[src/rtl/rx_uart128.sv]
// rx_uart128 - 8N1 UART receiver that assembles 16 bytes into one 128-bit word.
//
// The first byte received ends up in data_out[127:120], mirroring the transmit side.
// Bytes are only kept when their stop bit is high. A bad stop bit drops the whole
// partial word.
//
// Optional feature (macro RX_TIMEOUT_EN): a partial word is discarded after
// TIMEOUT_BITS idle bit-times. Without the macro, rx_timeout is tied low.
//
// Ports:
//   clk        system clock, rising edge
//   reset      asynchronous, active-high reset
//   u_rx       serial line, idles high, asynchronous to clk
//   en_rx      receive enable; low forces idle and drops any partial byte/word
//   data_out   last completed 128-bit word (held until the next word completes)
//   u_rx_done  one-cycle pulse when data_out updates
//   frame_err  one-cycle pulse when a stop bit is sampled low
//   rx_timeout one-cycle pulse when a partial word is dropped on idle timeout
module rx_uart128 #(
    parameter int unsigned CLKS_PER_BIT = 868,
    parameter int unsigned TIMEOUT_BITS = 20
) (
    input  logic         clk,
    input  logic         reset,
    input  logic         u_rx,
    input  logic         en_rx,
    output logic [127:0] data_out,
    output logic         u_rx_done,
    output logic         frame_err,
    output logic         rx_timeout
);

    localparam int unsigned CNT_W = $clog2(CLKS_PER_BIT);
    localparam logic [CNT_W-1:0] HALF_BIT  = CNT_W'(CLKS_PER_BIT / 2 - 1);
    localparam logic [CNT_W-1:0] LAST_TICK = CNT_W'(CLKS_PER_BIT - 1);

    if (CLKS_PER_BIT < 4 || TIMEOUT_BITS < 1) begin : g_bad_params
        $error("rx_uart128: CLKS_PER_BIT must be >= 4 and TIMEOUT_BITS >= 1");
    end

    typedef enum logic [1:0] {IDLE, START, DATA, STOP} state_t;

    state_t           state;
    logic [CNT_W-1:0] clk_cnt;
    logic [2:0]       bit_idx;
    logic [7:0]       rx_byte;
    logic [3:0]       byte_cnt;
    logic [119:0]     asm_q;     // bytes 1..15 of the word in progress
    logic             rx_meta;
    logic             rxs;

`ifdef RX_TIMEOUT_EN
    localparam int unsigned TO_CYCLES = TIMEOUT_BITS * CLKS_PER_BIT;
    localparam int unsigned TO_W      = $clog2(TO_CYCLES);
    localparam logic [TO_W-1:0] TO_LAST = TO_W'(TO_CYCLES - 1);
    logic [TO_W-1:0] idle_cnt;
`else
    assign rx_timeout = 1'b0;
`endif

    // Two-flop synchroniser; resets to the idle (high) line level.
    always_ff @(posedge clk or posedge reset) begin
        if (reset) begin
            rx_meta <= 1'b1;
            rxs     <= 1'b1;
        end else begin
            rx_meta <= u_rx;
            rxs     <= rx_meta;
        end
    end

    always_ff @(posedge clk or posedge reset) begin
        if (reset) begin
            state     <= IDLE;
            clk_cnt   <= '0;
            bit_idx   <= '0;
            rx_byte   <= '0;
            byte_cnt  <= '0;
            asm_q     <= '0;
            data_out  <= '0;
            u_rx_done <= 1'b0;
            frame_err <= 1'b0;
`ifdef RX_TIMEOUT_EN
            idle_cnt   <= '0;
            rx_timeout <= 1'b0;
`endif
        end else begin
            u_rx_done <= 1'b0;
            frame_err <= 1'b0;
`ifdef RX_TIMEOUT_EN
            rx_timeout <= 1'b0;
`endif
            if (!en_rx) begin
                state    <= IDLE;
                clk_cnt  <= '0;
                byte_cnt <= '0;
`ifdef RX_TIMEOUT_EN
                idle_cnt <= '0;
`endif
            end else begin
                unique case (state)
                    IDLE: begin
                        clk_cnt <= '0;
                        if (!rxs) begin
                            state <= START;
`ifdef RX_TIMEOUT_EN
                            idle_cnt <= '0;
                        end else if (byte_cnt != 4'd0) begin
                            if (idle_cnt == TO_LAST) begin
                                idle_cnt   <= '0;
                                byte_cnt   <= '0;
                                rx_timeout <= 1'b1;
                            end else begin
                                idle_cnt <= idle_cnt + 1'b1;
                            end
                        end else begin
                            idle_cnt <= '0;
`endif
                        end
                    end

                    START: begin
                        if (clk_cnt == HALF_BIT) begin
                            // Line back high at mid start bit: treat as a glitch.
                            clk_cnt <= '0;
                            bit_idx <= '0;
                            state   <= rxs ? IDLE : DATA;
                        end else begin
                            clk_cnt <= clk_cnt + 1'b1;
                        end
                    end

                    DATA: begin
                        // Counting from mid start bit, each full bit period lands mid-bit.
                        if (clk_cnt == LAST_TICK) begin
                            clk_cnt          <= '0;
                            rx_byte[bit_idx] <= rxs;
                            bit_idx          <= bit_idx + 3'd1;
                            if (bit_idx == 3'd7) begin
                                state <= STOP;
                            end
                        end else begin
                            clk_cnt <= clk_cnt + 1'b1;
                        end
                    end

                    STOP: begin
                        // Back to IDLE at mid stop bit so a following start edge is not missed.
                        if (clk_cnt == LAST_TICK) begin
                            clk_cnt <= '0;
                            state   <= IDLE;
                            if (rxs) begin
                                asm_q <= {asm_q[111:0], rx_byte};
                                if (byte_cnt == 4'd15) begin
                                    data_out  <= {asm_q, rx_byte};
                                    u_rx_done <= 1'b1;
                                    byte_cnt  <= '0;
                                end else begin
                                    byte_cnt <= byte_cnt + 4'd1;
                                end
                            end else begin
                                frame_err <= 1'b1;
                                byte_cnt  <= '0;
                            end
                        end else begin
                            clk_cnt <= clk_cnt + 1'b1;
                        end
                    end

                    default: state <= IDLE;
                endcase
            end
        end
    end

endmodule
[config.mk]
export PLATFORM = sky130hd
export DESIGN_NAME = rx_uart128
export DESIGN_NICKNAME = d
export VERILOG_FILES = /design/src/rtl/rx_uart128.sv
export SDC_FILE = /design/constraint.sdc
export NUM_CORES = 1
export LEC_CHECK = 0
export BUFFER_PORTS_ARGS = -buffer_cell sky130_fd_sc_hd__buf_2
export CAP_MARGIN = 10
export CORE_MARGIN = 4
export CORE_UTILIZATION = 40
export CTS_BUF_LIST = sky130_fd_sc_hd__clkbuf_8 sky130_fd_sc_hd__clkbuf_16
export DETAILED_ROUTE_END_ITERATION = 8
export GPL_TIMING_DRIVEN = 0
export REMOVE_ABC_BUFFERS = 1
export SYNTH_ARGS = -nofsm -noshare
export SYNTH_HDL_FRONTEND = slang
export SYNTH_SLANG_ARGS = --single-unit
[constraint.sdc]
create_clock -name clk -period 9.8 [get_ports clk]
set_clock_uncertainty 0.1 [all_clocks]
set_input_delay 0.98 -clock clk [delete_from_list [all_inputs] [get_ports clk]]
set_output_delay 0.98 -clock clk [all_outputs]
set_load 0.02 [all_outputs]
==> impl_summary.txt <==
----------------------------------------------------
[Run status]
  Result of the run ... completed

[Final layout]
  Most common library cell in the layout ignoring fill and taps ... dfrtp_1
  Synth-to-layout area growth ... 20.4%
  Layout cell share with drive strength beyond 1 ... 42.7%
  Antenna cells ... 0
  Non-filler cells, final ... 1178
  # nets final ... 828
  Commonest non-fill, non-tap cells in the layout ... 277 x dfrtp_1, 156 x mux2_2, 133 x buf_2

[Yosys]
  Number of distinct library cells after synthesis ... 41
  Synthesis warning total ... 0
  Sequential-to-total area share from yosys stat ... 65.1%
  Synth Area in XOR/XNOR ... 0.653%
  Post-synth design cell area ... 10700 um2
  Gate count of the mapped netlist ... 676
  Number of flip-flops and latches in the synthesized netlist ... 279
  Simple-gate share of the synthesized area ... 3.51%
  Library cell occupying the most area in the post-synthesis netlist ... dfrtp_1
  Async set-reset flop share out of synthesis ... 100%
  Synthesized-area fraction occupied by adder cells ... 0.583%
  Largest family of logic cells by synthesized area ... multiplexers
  Prevailing post-synth register cell ... dfrtp_1
  Area contributors post-synth ... dfrtp_1 65%, mux2_2 16%, mux2_1 10%, buf_4 0.98%, nor2_1 0.59%
  Compound-gate portion of the synthesized area ... 1.13%
  Top-area cell type share of the netlist area ... 64.6%
  Post-synthesis mux area share ... 26.9%
  Count of flip-flops with a built-in enable after synthesis ... 0
  Post-synthesis area per instance ... 15.9 um2

[Placement]
  Number of cells in the design after placement ... 1122
  Placer Congestion ... 0.785
  Count of input and output buffers ... 133
  Half-perimeter wire length of the detailed placement result ... 12800 um

[Clocking]
  Clock insertion delay at the later pin of the skew report ... 0.54 ns
  Clock net sink count ... 279
  Total CTS buffers ... 30
  Number of H-tree levels ... 1
  Number of hold buffers added after CTS ... 0
  Clock transition at path regs ... 0.06 ns
  Post-cts resize count ... 0
  CTS tree ... done
  Setup bufs post-CTS ... 0
  Max Buffers Root-to-Sink ... 3
  CTS Root Cell ... clkbuf_16

[GRT]
  Number of global-route vias before repair ... 6154
  Largest net degree at the start of global routing ... 121
  Total routing usage reported by global routing ... 13.0%
  First-pass GRT wire length ... 32300 um
  Aggregate global routing overflow ... 0
  Initial antenna violation count ... 0

[Detailed routing]
  Post-detailed-route count of antenna-violating nets ... 0
  Wire length after detailed routing ... 19000 um
  Via count ... 5839
  Avg Vias per Cell ... 4.96
  Mean routed wirelength per cell ... 16.1 um
  Violation count after the first detailed-route iteration ... 254
  DRC violations left ... 0
  Total iterations of the first detailed-routing run ... 4

[Floorplan]
  Number of rows created at floorplan ... 59
  Placeable core area ... 26200 um2
  Die footprint ... 29500 um2
  Ports ... 135
  Starting density of the core ... 41.0%
  Chip width ... 172 um
  Die span in y ... 172 um

[Run]
  Number of max-cap violations ... 0

[STA]
  Final worst hold slack ... 0.268 ns
  Rel. slew slack ... 38.7%
  Final number of setup-violating endpoints ... 0
  Max-slew violations ... 0
  Transition at the pin with the smallest max-transition slack ... 0.913 ns
  RSZ-0062 raised after global routing ... false
  Final period utilization ... 35.8%
  Fin. Hold Viols ... 0
  Time the worst path needs with I/O delays and setup ... 3.51 ns
  Maximum clock rate ... 285 MHz

[Critical path]
  Crit Path Category ... flop to flop
  Reg-to-reg slack, setup ... 6.29 ns
  Startpoint of the lowest-slack register-to-register path ... clk_cnt[0]
  Data required, critical path ... 10.11 ns
  Critical Path Source Type ... flop
  Critical Path Source ... clk_cnt[0]
  Arrival time worst endpoint ... 3.82 ns
  Critical-path maximum fanout ... 66
  Critical path capture point type ... flop
  Depth of the worst register-to-register path ... 7
  Capture instance of the worst register-to-register path ... data_out[83]
  Crit path capture ... data_out[83]

[Power and ir drop]
  Leak pwr ... 6.96 nW
  Worst vdd ir ... 0.137 mV
  Internal power ... 1.89 mW
  Combinational power share ... 1.2%
  Portion of total power attributed to sequential cells ... 49.1%
  Portion of total power attributed to the clock network ... 49.7%
  PD cells ... 182 nW/um2
  P_sw ... 465 uW
  Switching fraction of total power ... 19.7%

[Hold path]
  Tightest Hold Check Type ... flop to flop

----------------------------------------------------
registers in the layout, indices dropped and copies added (netlist names):
name       count
rxs            1
state          2
bit_idx        3
data_out     128
rx_byte        8
frame_err      1
byte_cnt       4
rx_meta        1
u_rx_done      1
asm_q        120
clk_cnt       10
worst max-delay path, stage by stage, from the launching register on:
cell and delay, ns:
dfrtp_1 0.41, ha_1 0.25, nand4_1 0.24, nor4_4 0.86, buf_6 0.29, and4_4 0.46, buf_16 0.33, mux2_2 0.38
metal layers:
metal / wire length [um] / GRT usage, %
met2: 8790 / 20.7
met3: 1280 / 3.26
met1: 8600 / 18.1
met4: 354 / 3.38
met5: 0 / 0
cells in the mapped netlist (2+ instances only):
cell type and instances:
o21ai_0 3, a22o_1 2, nor4b_1 2, mux2_1 100, buf_4 14, and3b_1 2
a21oi_1 2, dfstp_2 2, ha_1 5, nand2_1 10, buf_2 8, nor3b_1 2
nand4_1 7, nor3_1 6, nor2_1 17, mux2_2 156, clkbuf_1 12, and4_1 4
dfrtp_1 277, nand3_1 10, inv_1 8, xnor2_1 7, nand4b_1 2
power groups by stage:
stage                     Sequential, mW  Combinational, mW  Clock, mW
after CTS                           1.16             0.0313       1.21
after detailed placement            1.18             0.0313          0
final                               1.16             0.0290       1.17
after global placement              1.18             0.0263          0
after global routing                1.15             0.0351       1.26
after floorplan                     1.18             0.0197          0
stage by stage:
step                      setup WS, ns  power [mW]  util [%]  cell area [um2]  setup TNS [ns]
after global routing              6.02        2.45      49.3            12900               0
after detailed placement          5.94        1.21      45.2            11900               0
after floorplan                  0.856        1.20         -            10500               0
after CTS                         6.25        2.40      49.3            12900               0
after global placement           -2.91        1.20      44.4            11600         -771.53
final                             6.29        2.35      49.3            12900               0
logic make-up (layout without fill, tap and decap cells):
family	Yosys count	in the layout
flip-flops	279	279
multiplexers	257	257
AND/OR/NAND/NOR	67	67
buffers and inverters	43	210
AO/OA/AOI/OAI	16	16
XOR/XNOR	8	8
adder cells (fa/ha/maj)	5	5
other	1	1
cell type report:
| type | instances | area [um2] |
|---|---|---|
| fillers | 2231 | 13300 |
| flip-flops and latches | 279 | 6980 |
| multi-input cells | 354 | 3530 |
| clock buffers | 42 | 927 |
| repair buffers | 146 | 885 |
| well taps | 335 | 419 |
| clock inverters | 14 | 143 |
| inverters | 8 | 37.5 |
how the worst min path moves through the flow:
| stage | cells after the start | startpoint | slack, ns | endpoint |
|---|---|---|---|---|
| floorplan | 0 | rx_meta | 0.25 | rxs |
| global placement | 0 | rx_meta | 0.25 | rxs |
| detailed placement | 0 | rx_meta | 0.26 | rxs |
| CTS | 0 | rx_meta | 0.27 | rxs |
| global route | 0 | rx_meta | 0.27 | rxs |
| finish | 0 | rx_meta | 0.27 | rxs |
Power figures use the tool's default switching activity.
